<file path="src/rtl/vend_dispense_arbiter_if.sv">
// ----------------------------------------------------------------------------
// vend_dispense_arbiter_if
// Bundle between the vending front panels and the shared dispense arbiter.
//
// Handshake: a panel raises req[i] together with stable req_price/req_credit
// slices and holds them until it sees grant[i] or reject[i] (both 1-cycle
// pulses). done[i] pulses once when the vend and change payout finish.
// Requests are ignored while busy is high; only the values present in the
// arbitration cycle are used.
//
//   req        panels  -> arbiter  per-panel request
//   req_price  panels  -> arbiter  packed prices, panel i at [i*CREDIT_W +: CREDIT_W]
//   req_credit panels  -> arbiter  packed credits, same packing
//   grant      arbiter -> panels   one-hot pulse, request accepted
//   reject     arbiter -> panels   one-hot pulse, credit below price
//   done       arbiter -> panels   one-hot pulse, vend and change complete
//   motor_on   arbiter -> motor    dispense motor drive
//   coin_out   arbiter -> hopper   one pulse per change coin
//   busy       arbiter -> panels   high whenever a vend is in progress
// ----------------------------------------------------------------------------
interface vend_dispense_arbiter_if #(
    parameter int NUM_REQ  = 4,
    parameter int CREDIT_W = 8
);
    logic [NUM_REQ-1:0]          req;
    logic [NUM_REQ*CREDIT_W-1:0] req_price;
    logic [NUM_REQ*CREDIT_W-1:0] req_credit;
    logic [NUM_REQ-1:0]          grant;
    logic [NUM_REQ-1:0]          reject;
    logic [NUM_REQ-1:0]          done;
    logic                        motor_on;
    logic                        coin_out;
    logic                        busy;

    modport master (
        output req, req_price, req_credit,
        input  grant, reject, done, motor_on, coin_out, busy
    );

    modport slave (
        input  req, req_price, req_credit,
        output grant, reject, done, motor_on, coin_out, busy
    );
endinterface

</file>
<file path="src/rtl/vend_dispense_arbiter.sv">
// ----------------------------------------------------------------------------
// vend_dispense_arbiter
// Round-robin arbiter sharing one dispense motor and one change hopper
// between NUM_REQ front panels. The winner's credit is checked against its
// price; accepted requests drive the motor for VEND_CYCLES cycles, then
// change is paid out one COIN_VALUE coin at a time with a one-cycle gap
// between coins, and done is pulsed to the winner.
//
// Ports:
//   clk        rising-edge clock
//   reset      asynchronous, active-high
//   bus        slave side of vend_dispense_arbiter_if (requests in,
//              grant/reject/done/motor_on/coin_out/busy out, all registered)
//   dbg_state  current FSM state (0 IDLE, 1 VEND, 2 CHANGE_PULSE,
//              3 CHANGE_GAP, 4 FINISH)
// ----------------------------------------------------------------------------
module vend_dispense_arbiter #(
    parameter int NUM_REQ     = 4,
    parameter int CREDIT_W    = 8,
    parameter int VEND_CYCLES = 16,
    parameter int COIN_VALUE  = 5
) (
    input  logic                    clk,
    input  logic                    reset,
    vend_dispense_arbiter_if.slave  bus,
    output logic [2:0]              dbg_state
);
    localparam int PTR_W = (NUM_REQ > 1) ? $clog2(NUM_REQ) : 1;
    localparam int CNT_W = $clog2(VEND_CYCLES) + 1;
    localparam logic [CNT_W-1:0]    VEND_LAST = CNT_W'(VEND_CYCLES - 1);
    localparam logic [CREDIT_W-1:0] COIN      = CREDIT_W'(COIN_VALUE);
    localparam logic [PTR_W-1:0]    LAST_IDX  = PTR_W'(NUM_REQ - 1);

    typedef enum logic [2:0] {
        S_IDLE         = 3'd0,
        S_VEND         = 3'd1,
        S_CHANGE_PULSE = 3'd2,
        S_CHANGE_GAP   = 3'd3,
        S_FINISH       = 3'd4
    } state_t;

    state_t              state;
    logic [PTR_W-1:0]    rr_ptr;
    logic [PTR_W-1:0]    winner;
    logic [CREDIT_W-1:0] price_q;
    logic [CREDIT_W-1:0] credit_q;
    logic [CREDIT_W-1:0] change_left;
    logic [CNT_W-1:0]    vend_cnt;

    assign dbg_state = state;

    // Round-robin pick: first asserted request scanning from rr_ptr upward,
    // wrapping modulo NUM_REQ.
    logic             found;
    logic [PTR_W-1:0] pick;
    logic [PTR_W-1:0] scan_idx;
    int               scan_sum;

    always_comb begin
        found    = 1'b0;
        pick     = rr_ptr;
        scan_sum = 0;
        scan_idx = '0;
        for (int i = 0; i < NUM_REQ; i++) begin
            scan_sum = int'(rr_ptr) + i;
            if (scan_sum >= NUM_REQ) scan_sum = scan_sum - NUM_REQ;
            scan_idx = PTR_W'(scan_sum);
            if (!found && bus.req[scan_idx]) begin
                found = 1'b1;
                pick  = scan_idx;
            end
        end
    end

    logic [CREDIT_W-1:0] pick_price;
    logic [CREDIT_W-1:0] pick_credit;
    logic [NUM_REQ-1:0]  pick_onehot;
    logic [NUM_REQ-1:0]  winner_onehot;
    logic [CREDIT_W-1:0] change_total;

    assign pick_price    = bus.req_price[int'(pick)*CREDIT_W +: CREDIT_W];
    assign pick_credit   = bus.req_credit[int'(pick)*CREDIT_W +: CREDIT_W];
    assign pick_onehot   = {{(NUM_REQ-1){1'b0}}, 1'b1} << pick;
    assign winner_onehot = {{(NUM_REQ-1){1'b0}}, 1'b1} << winner;
    // Only evaluated for granted requests, so credit_q >= price_q holds.
    assign change_total  = credit_q - price_q;

    function automatic logic [PTR_W-1:0] next_ptr(input logic [PTR_W-1:0] w);
        return (w == LAST_IDX) ? '0 : w + 1'b1;
    endfunction

    always_ff @(posedge clk or posedge reset) begin
        if (reset) begin
            state        <= S_IDLE;
            rr_ptr       <= '0;
            winner       <= '0;
            price_q      <= '0;
            credit_q     <= '0;
            change_left  <= '0;
            vend_cnt     <= '0;
            bus.grant    <= '0;
            bus.reject   <= '0;
            bus.done     <= '0;
            bus.motor_on <= 1'b0;
            bus.coin_out <= 1'b0;
            bus.busy     <= 1'b0;
        end else begin
            // Pulse outputs default low; states below raise them for one cycle.
            bus.grant    <= '0;
            bus.reject   <= '0;
            bus.done     <= '0;
            bus.coin_out <= 1'b0;

            case (state)
                S_IDLE: begin
                    if (found) begin
                        winner   <= pick;
                        price_q  <= pick_price;
                        credit_q <= pick_credit;
                        if (pick_credit >= pick_price) begin
                            bus.grant    <= pick_onehot;
                            bus.motor_on <= 1'b1;
                            bus.busy     <= 1'b1;
                            vend_cnt     <= '0;
                            state        <= S_VEND;
                        end else begin
                            // Rejection leaves us idle so the next edge can
                            // arbitrate again.
                            bus.reject <= pick_onehot;
                            rr_ptr     <= next_ptr(pick);
                        end
                    end
                end

                S_VEND: begin
                    if (vend_cnt == VEND_LAST) begin
                        bus.motor_on <= 1'b0;
                        change_left  <= change_total;
                        if (change_total >= COIN) begin
                            bus.coin_out <= 1'b1;
                            state        <= S_CHANGE_PULSE;
                        end else begin
                            bus.done <= winner_onehot;
                            state    <= S_FINISH;
                        end
                    end else begin
                        vend_cnt <= vend_cnt + 1'b1;
                    end
                end

                S_CHANGE_PULSE: begin
                    change_left <= change_left - COIN;
                    state       <= S_CHANGE_GAP;
                end

                S_CHANGE_GAP: begin
                    // Any remainder below one coin is forfeited.
                    if (change_left >= COIN) begin
                        bus.coin_out <= 1'b1;
                        state        <= S_CHANGE_PULSE;
                    end else begin
                        bus.done <= winner_onehot;
                        state    <= S_FINISH;
                    end
                end

                S_FINISH: begin
                    bus.busy <= 1'b0;
                    rr_ptr   <= next_ptr(winner);
                    state    <= S_IDLE;
                end

                default: begin
                    bus.busy     <= 1'b0;
                    bus.motor_on <= 1'b0;
                    state        <= S_IDLE;
                end
            endcase
        end
    end
endmodule
</file>
<file path="src/flat_wrapper.sv">
// flat-port wrapper written by rule: the top's interface ports become plain ports
module vend_dispense_arbiter_flat 
#(
    parameter int NUM_REQ     = 4,
    parameter int CREDIT_W    = 8,
    parameter int VEND_CYCLES = 16,
    parameter int COIN_VALUE  = 5
)
  (clk, reset, dbg_state, bus_req, bus_req_price, bus_req_credit, bus_grant, bus_reject, bus_done, bus_motor_on, bus_coin_out, bus_busy);
  vend_dispense_arbiter_if #(.NUM_REQ(NUM_REQ), .CREDIT_W(CREDIT_W)) bus_i ();
  input  logic clk;
  input  logic reset;
  output logic [2:0] dbg_state;
  input wire logic [$bits(bus_i.req)-1:0] bus_req;
  input wire logic [$bits(bus_i.req_price)-1:0] bus_req_price;
  input wire logic [$bits(bus_i.req_credit)-1:0] bus_req_credit;
  output wire logic [$bits(bus_i.grant)-1:0] bus_grant;
  output wire logic [$bits(bus_i.reject)-1:0] bus_reject;
  output wire logic [$bits(bus_i.done)-1:0] bus_done;
  output wire logic [$bits(bus_i.motor_on)-1:0] bus_motor_on;
  output wire logic [$bits(bus_i.coin_out)-1:0] bus_coin_out;
  output wire logic [$bits(bus_i.busy)-1:0] bus_busy;
  assign bus_i.req = bus_req;
  assign bus_i.req_price = bus_req_price;
  assign bus_i.req_credit = bus_req_credit;
  assign bus_grant = bus_i.grant;
  assign bus_reject = bus_i.reject;
  assign bus_done = bus_i.done;
  assign bus_motor_on = bus_i.motor_on;
  assign bus_coin_out = bus_i.coin_out;
  assign bus_busy = bus_i.busy;
  vend_dispense_arbiter #(.NUM_REQ(NUM_REQ), .CREDIT_W(CREDIT_W), .VEND_CYCLES(VEND_CYCLES), .COIN_VALUE(COIN_VALUE)) u_core (.clk(clk), .reset(reset), .bus(bus_i), .dbg_state(dbg_state));
endmodule
</file>
<file path="config.mk">
export PLATFORM = sky130hd
export DESIGN_NAME = vend_dispense_arbiter_flat
export DESIGN_NICKNAME = d
export VERILOG_FILES = /design/src/rtl/vend_dispense_arbiter_if.sv /design/src/rtl/vend_dispense_arbiter.sv /design/src/flat_wrapper.sv
export SDC_FILE = /design/constraint.sdc
export NUM_CORES = 1
export LEC_CHECK = 0
export CAP_MARGIN = 25
export CORE_MARGIN = 5
export CORE_UTILIZATION = 45
export CTS_CLUSTER_SIZE = 8
export DETAILED_ROUTE_END_ITERATION = 8
export GPL_TIMING_DRIVEN = 0
export PLACE_DENSITY_LB_ADDON = 0.12
export SLEW_MARGIN = 20
export SYNTH_ARGS = -nofsm -noshare
export SYNTH_HDL_FRONTEND = slang
export SYNTH_SLANG_ARGS = --single-unit
</file>
<file path="constraint.sdc">
create_clock -name clk -period 3.2 [get_ports clk]
set_clock_uncertainty 0.15 [all_clocks]
set_input_delay 0.48 -clock clk [delete_from_list [all_inputs] [get_ports clk]]
set_output_delay 0.48 -clock clk [all_outputs]
set_load 0.05 [all_outputs]
</file>
==> metrics.txt, run 1 <==
status complete, but fails checks; failing checks setup timing; Routed Antenna Nets 0; CP endpoint u_core.rr_ptr[0]$_DFFE_PP0P_; Yosys warning count 0; sequential fraction of the synthesis area between 30% and 40%; num rows 32; TNS Setup -1.40 ns; Final Non-Filler Cells around 590; share of cells above drive strength 1 between 20% and 30%; setup violators final 15; Synth top area share a little over a third; Crit Path Category flip-flop to flip-flop; final hold violation count 0; PortBufs between 80 and 90; Longest Clk Path Bufs 2; Routed WL between 9000 and 10000 µm; Cells after Synth roughly 360; RSZ-0062 raised after global routing yes; Final min period 3.39 ns; Arr. time, crit path 3.44 ns; Crit Path Max Fanout 6; wire per inst about 15 µm; Reg clk slew, reported paths roughly 0.10 ns; Post-synth ARST share 100%; pwr/cell area slightly below 1000 nW/µm²; initial antenna violation count 0; number of synthesized flops with an enable pin 0; Via density approximately 5.2; DRC viols 0; Final Max Tran Viols 0; GRT Util Overall a little under a fifth; HP Class input pin to asynchronous set/reset pin; Peak Freq 0.295 GHz; Static Leak 0.00234 µW; R2R cell count 14; Syn Nets around 460; CTS tree built; worst skew pair latency 0.31 ns; max-cap viol count 0; Tcrit/Tclk final 106%; Syn Std Cell Area between 3000 and 4000 µm²; Rel. slew slack between 50% and 60%; TritonCTS Buffers 5; width of the die between 90 and 100 µm; Routability Congestion ~0.8; Critical Path End Type flip-flop; PnR worst setup slack -0.191 ns; Die H 98.4 µm; Sink Count just over 50; global-route wire length before repair roughly 15000 µm; Post-CTS Hold Fix Bufs 0; Initial DRC Count around 120; n_diodes 0; Slew @ Worst Pin between 0.6 and 0.7 ns; Worst Setup SP u_core.rr_ptr[0]$_DFFE_PP0P_; Core Box Area between 7000 and 8000 µm²; vias in the first global route roughly 3300; Synth cell types 55; Area growth syn-to-layout 50.1%; syn_area_per_cell 9.85 µm²; Top-Level Pins 88; die area approximately 9700 µm²; top post-synthesis cells by area dfrtp_1, mux2i_1, ha_1, mux2_2, nor2_1; reg2reg start u_core.rr_ptr[0]$_DFFE_PP0P_; register bit count reported by yosys 51; DP Cell Count around 550; GR Overflow Total 0; root buf cell clkbuf_8; Main synth FF type dfrtp_1; 1st-pass router iterations 4; DR vias 3092; Nets around 600; reg2reg end u_core.rr_ptr[0]$_DFFE_PP0P_; hpwl dp between 6000 and 7000 µm; Worst IR Drop VDD 444 µV; worst path required time ~3.3 ns; Initial Utilization 45.8%; largest net degree at the start of global routing 36; r2r setup slk -0.19 ns; Yosys top cell by area dfrtp_1; H-Tree Depth 2; critical path startpoint category flip-flop
-- cell usage in the layout, fill, tap and decap left out, types with 6 or more instances in the layout --
master,n
a21oi_1,10
and2_1,7
buf_12,6
buf_4,19
buf_6,17
clkbuf_8,6
clkdlybuf4s50_1,83
dfrtp_1,50
ha_1,21
ha_4,6
inv_1,21
mux2_2,11
mux2i_1,31
mux2i_2,12
nand2_1,30
nor2_1,25
o21ai_0,10
o21ai_1,11
-- registers in the layout, indices dropped and copies added, names as in the netlist --
signal	flops
u_core.bus.reject	4
u_core.rr_ptr	2
u_core.bus.grant	4
u_core.vend_cnt	5
u_core.bus.done	4
u_core.bus.busy	1
u_core.dbg_state	3
u_core.change_left	8
u_core.bus.motor_on	1
u_core.price_q	8
u_core.winner	2
u_core.credit_q	8
u_core.bus.coin_out	1
-- cells by family (layout without fill, tap and decap cells) --
kind of cell	after synthesis	count (layout)	share of synthesized area [%]
xor gates and xnor gates	7	7	1.74
and+or+nand+nor	106	106	14.8
DFF	51	51	36.3
muxes	59	59	17.4
adders and majority gates	28	28	10.2
AOI/OAI and AO/OA	72	72	14.4
buffers and inverters	34	166	5.19
-- area by class of cell --
type | count | area [µm²]
plain buffers | 12 | 120
clock buffers | 6 | 82.6
clock inverters | 2 | 13.8
fillers | 596 | 2410
inverters | 22 | 82.6
multi-input cells | 272 | 2320
flip-flops and latches | 51 | 1280
well taps | 102 | 128
repair buffers | 124 | 1250
-- per-stage QoR --
stage	hold slack [ns]	instance area [µm²]	setup slack, ns	total power [µW]	util, %
6_report	0.306	5280	-0.191	5230	68.7
5_1_grt	0.355	5280	-0.319	5690	68.7
4_1_cts	0.314	5170	-0.180	5050	67.3
3_5_place_dp	0.320	4590	-1.03	3960	59.7
3_3_place_gp	0.319	4570	-0.996	3900	59.4
2_1_floorplan	0.302	3570	-0.0470	3280	-
-- worst min-delay path by stage --
| stage | start | to | slack [ns] |
|---|---|---|---|
| detailed placement | u_core.price_q[3]$_DFFE_PP0P_ | u_core.price_q[3]$_DFFE_PP0P_ | 0.32 |
| global route | reset | u_core.dbg_state[2]$_DFFE_PP0P_ | 0.35 |
| CTS | reset | u_core.vend_cnt[3]$_DFFE_PP0P_ | 0.31 |
| finish | reset | u_core.change_left[1]$_DFFE_PP0P_ | 0.31 |
| floorplan | u_core.price_q[3]$_DFFE_PP0P_ | u_core.price_q[3]$_DFFE_PP0P_ | 0.30 |
| global placement | u_core.price_q[4]$_DFFE_PP0P_ | u_core.price_q[4]$_DFFE_PP0P_ | 0.32 |
-- cell usage after synthesis, types with 6 or more instances --
cell type   n
mux2_2     16
dfrtp_1    51
and2_1      7
nor2_1     31
nor2b_1     7
mux2i_1    43
inv_1      22
o21ai_0    13
a21oi_1    11
nand2_1    30
o21ai_1     9
nor3_1      6
ha_1       27
-- what timing repair did --
action | CTS | global route
setup buffers | 31 | 3
pin swaps | 14 | 2
resized for setup | 51 | 25
endpoints found under the setup margin | 18 | 19
gates cloned | 3 | 0
-- power breakdown --
group          internal, µW  switching (µW)
combinational          1870            1840
clock                   177             222
sequential              898             214
-- per-layer routing --
metal | global-route usage, % | routed length [µm] | vias up
li1 | - | - | 1535
met1 | 24.0 | 3880 | 1449
met2 | 32.1 | 4400 | 95
met3 | 4.93 | 578 | 13
met4 | 5.46 | 161 | 0
met5 | 0 | 0 | -
-- critical path: stages, from the launching register on --
cell and delay [ns]:
dfrtp_2 0.48, a211o_1 0.31, o211ai_1 0.13, buf_6 0.20, buf_12 0.13, mux2i_1 0.21, mux2_4 0.21, ha_4 0.19
nand2b_4 0.14, a2111oi_4 0.26, and4b_1 0.25, buf_6 0.14, nor3_4 0.16, mux2i_1 0.22, mux2i_1 0.09
Note: power is estimated with default switching activity, not from simulation.
==> run 2, diff against run 1 <==
--- a/config.mk
+++ b/config.mk
@@ -6,12 +6,12 @@
 export NUM_CORES = 1
 export LEC_CHECK = 0
 export CAP_MARGIN = 25
-export CORE_MARGIN = 5
 export CORE_UTILIZATION = 45
 export CTS_CLUSTER_SIZE = 8
 export DETAILED_ROUTE_END_ITERATION = 8
 export GPL_TIMING_DRIVEN = 0
 export PLACE_DENSITY_LB_ADDON = 0.12
+export SKIP_LAST_GASP = 1
 export SLEW_MARGIN = 20
 export SYNTH_ARGS = -nofsm -noshare
 export SYNTH_HDL_FRONTEND = slang
==> run 2 against run 1 <==
Total power fell by 6.0%. Maximum frequency rose by 1.5%. Final area fell by 4.1%. Setup slack improved by 0.050 ns. Die area fell by 16%. The flow still finishes with violations (setup timing). Critical path type is now input pin to flip-flop. Combinational power fell by 8.3%.
==> metrics.txt, run 2 (synthesis gave the netlist of run 1 again) <==
die area 8170 µm² (-16%); TritonCTS Buffers 5 (unchanged); Sink Count 51 (unchanged); GR Overflow Total 0 (unchanged); Slew @ Worst Pin 0.637 ns (+0.0325 ns); R2R cell count 15 (+1); Switching Fraction 44.9% (+1.3 points); Final Max Tran Viols 0 (unchanged); sequential power share 22.7% (+1.4 points); critical path startpoint category input pin; final hold violation count 0 (unchanged); DRC viols 0 (unchanged); setup violators final 13 (-2); HP Class input pin to asynchronous set/reset pin; hpwl dp 6620 µm (-0.19%); Static Leak 0.00224 µW (-4.1%); dpl ws -1.08 ns (-0.0548 ns); combinational power share 69.4% (-1.7 points); vias in the first global route 3081 (-5.4%); Worst Setup SP bus_req[3]; Placement Cell Area 4580 µm² (about the same); GRT Util Overall 21.7% (+2.6 points); Die H 90.4 µm (-8.1%); Peak Freq 0.299 GHz (+1.5%); global-route wire length before repair 14400 µm (-4.9%); r2r setup slk -0.14 ns (+0.05 ns); largest net degree at the start of global routing 36 (unchanged); share of cells above drive strength 1 21.6% (-4.0 points); status complete, but fails checks; Rel. slew slack 57.4% (-2.2 points); Area growth syn-to-layout 43.9%; Critical Path End Type flip-flop; max-cap viol count 0 (unchanged); Final Util 68.3% (-0.35 points); initial antenna violation count 0 (unchanged); fin area 5060 µm² (-4.1%); Routed WL 8560 µm (-5.1%); pwr/cell area 971 nW/µm² (-2.0%); failing checks setup timing; Routed Antenna Nets 0 (unchanged); n_diodes 0 (unchanged); reg2reg start u_core.rr_ptr[0]$_DFFE_PP0P_; total internal power 2710 µW (-8.2%); num rows 31 (-3.1%); Post-CTS Hold Fix Bufs 0 (unchanged); RSZ-0062 raised after global routing yes; Reg clk slew, reported paths 0.11 ns (about the same); Longest Clk Path Bufs 2 (unchanged); 1st-pass router iterations 4 (unchanged); Tcrit/Tclk final 104% (-1.6 points); DR vias 3078 (-0.45%); Via density 5.39 (+3.0%); Crit Path Category input pin to flip-flop; Initial Utilization 47.5% (+1.7 points); clock share of power 7.9% (+0.3 points); PortBufs 87 (unchanged); Worst IR Drop VDD 370 µV (-17%); wire per inst 15.0 µm (-1.8%); CP endpoint u_core.bus.busy$_DFFE_PP0P_; commonest non-fill, non-tap cell in the layout clkdlybuf4s50_1; Final min period 3.34 ns (-0.0498 ns); Nets 569 (-2.9%); biggest regs u_core.change_left (8), u_core.credit_q (8), u_core.price_q (8); worst path required time 3.25 ns (about the same); root buf cell clkbuf_8; worst hold slack 0.316 ns (+0.0104 ns); Crit Path Max Fanout 6 (unchanged); PnR worst setup slack -0.141 ns (+0.0498 ns); Arr. time, crit path 3.39 ns (-0.05 ns); reg2reg end u_core.bus.busy$_DFFE_PP0P_; Routability Congestion 0.831 (+3.4%); H-Tree Depth 2 (unchanged); CTS tree built; Top-Level Pins 88 (unchanged); Core Box Area 7410 µm² (-3.6%); Initial DRC Count 95 (-18%); worst skew pair latency 0.32 ns (about the same); Switch Pwr 2210 µW (-3.2%); width of the die 90.4 µm (-8.1%); commonest non-fill, non-tap cells in the layout clkdlybuf4s50_1, dfrtp_1, mux2i_1; TNS Setup -1.17 ns (+0.231 ns)
==> run 2: cell count changes in the layout (fill, tap and decap cells not counted), moves of 3 or more <==
cell     previous run  this run
buf_4              19        14
buf_6              17         5
mux2i_2            12         6
nor2_1             25        28
nor2_2              4         1
mux2i_1            31        35
==> run 2: power by group through the flow <==
stage          Combinational, µW  Clock [µW]  Sequential [µW]
2_1_floorplan               2080           0             1200
3_5_place_dp                2860           0             1120
6_report                    3410         388             1110
5_1_grt                     3730         423             1160
3_3_place_gp                2790           0             1110
4_1_cts                     3150         398             1110
==> run 2: cell type report <==
cell class,instances,area [µm²]
inverter,22,82.6
fill,567,2350
sequential,51,1280
buffer,12,129
clock buffer,5,68.8
tap,99,124
clock inverter,3,23.8
multi-input combinational,272,2290
timing repair buffer,107,1060
==> run 2: per-layer routing <==
layer  routed length, µm  GRT usage, %
met1                3740          26.8
met2                4220          37.8
met3                 469          4.21
met4                 127          6.99
met5                   0             0
==> run 2: worst max-delay path, stage by stage <==
cell and delay, ns:
dlygate4sd2_1 0.30, a211o_1 0.29, o211ai_1 0.11, buf_6 0.18
buf_12 0.13, mux2i_1 0.08, mux2_4 0.29, ha_4 0.24
nand2b_4 0.14, a2111oi_4 0.27, and4b_1 0.25, buf_6 0.13
buf_4 0.13, nor2_4 0.17, o21ba_2 0.16, nor2_1 0.04
==> run 2: repair_timing <==
item	4_1_cts	5_1_grt
cloned	0	0
setup endpoints to repair	18	18
resized for setup	23	35
setup buffers	13	6
pin swaps	6	9
==> run 2: how the worst min path moves through the flow <==
stage                                   from                         endpoint  slack (ns)  depth (start not counted)
2_1_floorplan  u_core.price_q[3]$_DFFE_PP0P_    u_core.price_q[3]$_DFFE_PP0P_        0.30                          2
3_3_place_gp   u_core.price_q[4]$_DFFE_PP0P_    u_core.price_q[4]$_DFFE_PP0P_        0.31                          2
3_5_place_dp   u_core.price_q[3]$_DFFE_PP0P_    u_core.price_q[3]$_DFFE_PP0P_        0.32                          2
4_1_cts                                reset   u_core.vend_cnt[2]$_DFFE_PP0P_        0.32                          2
5_1_grt                                reset   u_core.vend_cnt[3]$_DFFE_PP0P_        0.35                          2
6_report                               reset  u_core.dbg_state[2]$_DFFE_PP0P_        0.32                          2
==> run 2: per-stage QoR <==
step,instances,power (µW)
global route,571,5300
CTS,565,4650
global placement,543,3900
finish,571,4910
detailed placement,544,3980
floorplan,357,3280
==> run 3, diff against run 2 <==
--- a/config.mk
+++ b/config.mk
@@ -10,7 +10,8 @@
 export CTS_CLUSTER_SIZE = 8
 export DETAILED_ROUTE_END_ITERATION = 8
 export GPL_TIMING_DRIVEN = 0
-export PLACE_DENSITY_LB_ADDON = 0.12
+export PLACE_DENSITY_LB_ADDON = 0.25
+export RECOVER_POWER = 50
 export SKIP_LAST_GASP = 1
 export SLEW_MARGIN = 20
 export SYNTH_ARGS = -nofsm -noshare
==> run 3 against run 2 <==
The run still ends with setup timing left. Combinational power grew 5%. Sequential cell count is the same. Maximum frequency shrank 0.81%. Clock power grew 20%. Final area grew 2.1%.
==> metrics.txt, run 3 (synthesis gave the netlist of run 1 again) <==
Post-CTS Hold Fix Bufs 0 (unchanged); PnR worst setup slack -0.169 ns (-0.0274 ns); setup violators final 18 (+5); Area growth syn-to-layout 46.9%; commonest non-fill, non-tap cell in the layout clkdlybuf4s50_1; Switch Pwr 2270 µW (+2.8%); critical path startpoint category flip-flop; Reg clk slew, reported paths 0.10 ns (about the same); TNS Setup -2.28 ns (-1.12 ns); Switching Fraction 43.9% (-0.94 points); Routed Antenna Nets 0 (unchanged); PortBufs 87 (unchanged); busiest grt layer met2; Worst IR Drop VDD 453 µV (+22%); biggest regs u_core.change_left (8), u_core.credit_q (8), u_core.price_q (8); Hold Startpoint u_core.price_q[5]$_DFFE_PP0P_; commonest non-fill, non-tap cells in the layout clkdlybuf4s50_1, dfrtp_1, mux2i_1; Critical Path End Type flip-flop; fill count 519 (-8.5%); reg2reg end u_core.bus.busy$_DFFE_PP0P_; status complete, but fails checks; clock share of power 9.0% (+1.1 points); Slew @ Worst Pin 1.21 ns (+0.574 ns); reg2reg start u_core.rr_ptr[0]$_DFFE_PP0P_; 1st-pass router iterations 4 (unchanged); Final Util 69.7% (+1.4 points); GRT Util Overall 21.6% (-0.064 points); worst path required time 3.25 ns (about the same); RSZ-0062 raised after global routing yes; Final min period 3.37 ns (+0.0273 ns); largest net degree at the start of global routing 28 (-22%); Peak Freq 0.297 GHz (-0.81%); combinational power share 69.5% (about the same); pwr/cell area 999 nW/µm² (+2.9%); vias in the first global route 3022 (-1.9%); Final Non-Filler Cells 582 (+1.9%); Tcrit/Tclk final 105% (+0.85 points); Initial DRC Count 115 (+21%); Crit Path Max Fanout 5 (-1); Crit Path Category flip-flop to flip-flop; H-Tree Depth 2 (unchanged); Rel. slew slack 19.1% (-38 points); die area 8170 µm² (unchanged); dpl ws -1.06 ns (+0.0235 ns); met3 GRT Util 4.29% (+0.084 points); Final Max Tran Viols 0 (unchanged); HP Class flip-flop to flip-flop; DR vias 3116 (+1.2%); initial antenna violation count 0 (unchanged); TritonCTS Buffers 5 (unchanged); width of the die 90.4 µm (unchanged); Initial Utilization 47.5% (unchanged); sequential power share 21.6% (-1.1 points); wire per inst 15.3 µm (+2.1%); Top-Level Pins 88 (unchanged); Worst Setup SP u_core.rr_ptr[0]$_DFFE_PP0P_; R2R cell count 15 (unchanged); total power 5160 µW (+5.0%); global-route wire length before repair 14300 µm (-0.81%); Sink Count 51 (unchanged); CTS tree built; total internal power 2890 µW (+6.8%); DRC viols 0 (unchanged); n_diodes 0 (unchanged); final hold violation count 0 (unchanged); Routed WL 8900 µm (+4.1%); DP Cell Count 544 (unchanged); share of cells above drive strength 1 23.0% (+1.4 points); GR Layer Usage met1 27.7% (+0.94 points); Static Leak 0.00231 µW (+2.9%); root buf cell clkbuf_8; worst skew pair latency 0.31 ns (about the same); Hold Path Stages 2; Core Box Area 7410 µm² (unchanged); M2 GR Usage 37.0% (-0.83 points); Routability Congestion 0.878 (+5.6%); hpwl dp 6440 µm (-2.6%); r2r setup slk -0.17 ns (-0.03 ns); failing checks setup timing; GR Overflow Total 0 (unchanged); Nets 580 (+1.9%); max-cap viol count 0 (unchanged); Longest Clk Path Bufs 2 (unchanged); Arr. time, crit path 3.42 ns (+0.03 ns); Die H 90.4 µm (unchanged); Hold Path End u_core.price_q[5]$_DFFE_PP0P_; area of the multi-input gates 2290 µm² (about the same); Via density 5.35 (-0.68%); Reg area 1280 µm² (about the same); num rows 31 (unchanged)
==> run 3: routing by layer <==
| layer | share of wire, % | wire (µm) |
|---|---|---|
| met5 | 0 | 0 |
| met4 | 1.7 | 149 |
| met3 | 5.4 | 481 |
| met2 | 49 | 4400 |
| met1 | 43 | 3870 |
==> run 3: how the worst max path moves through the flow <==
stage | end | slack (ns) | depth (start not counted)
5_1_grt | u_core.bus.busy$_DFFE_PP0P_ | -0.29 | 14
4_1_cts | u_core.rr_ptr[0]$_DFFE_PP0P_ | -0.16 | 15
2_1_floorplan | u_core.rr_ptr[0]$_DFFE_PP0P_ | -0.05 | 15
3_3_place_gp | u_core.vend_cnt[1]$_DFFE_PP0P_ | -0.97 | 16
3_5_place_dp | u_core.vend_cnt[4]$_DFFE_PP0P_ | -1.06 | 16
6_report | u_core.bus.busy$_DFFE_PP0P_ | -0.17 | 15
==> run 3: layout make-up <==
| type | count | share of cell area (%) |
|---|---|---|
| buffer | 11 | 2.01 |
| clock buffer | 6 | 1.40 |
| clock inverter | 2 | 0.751 |
| inverter | 22 | 1.60 |
| multi-input combinational | 272 | 44.4 |
| sequential | 51 | 24.7 |
| tap | 99 | 2.40 |
| timing repair buffer | 119 | 22.7 |
==> run 3: critical path: stages (launching register included) <==
cell       delay [ns]
dfrtp_2          0.47
nor2b_2          0.16
a21oi_2          0.04
o211ai_1         0.25
buf_6            0.19
buf_12           0.12
mux2i_1          0.07
mux2_4           0.30
ha_4             0.23
nand2b_4         0.14
a2111oi_4        0.29
and4b_2          0.31
buf_4            0.16
nor2_4           0.18
o21ba_4          0.16
nor2_2           0.03
==> run 3: power by group through the flow <==
stage	registers (µW)	logic, µW	clock network, µW
3_5_place_dp	1110	2850	0
4_1_cts	1100	3320	463
3_3_place_gp	1100	2790	0
5_1_grt	1140	3900	495
6_report	1110	3580	464
2_1_floorplan	1200	2080	0
==> run 3: metrics by stage <==
step,hold slack (ns),instance area [µm²]
2_1_floorplan,0.302,3570
3_3_place_gp,0.311,4560
3_5_place_dp,0.316,4580
4_1_cts,0.344,5000
5_1_grt,0.363,5170
6_report,0.348,5170
==> run 3: timing repair <==
| action | CTS | global route |
|---|---|---|
| resized for setup | 35 | 26 |
| cloned | 2 | 0 |
| buffers inserted | 18 | 12 |
| endpoints found under the setup margin | 18 | 18 |
| pin swaps | 7 | 19 |
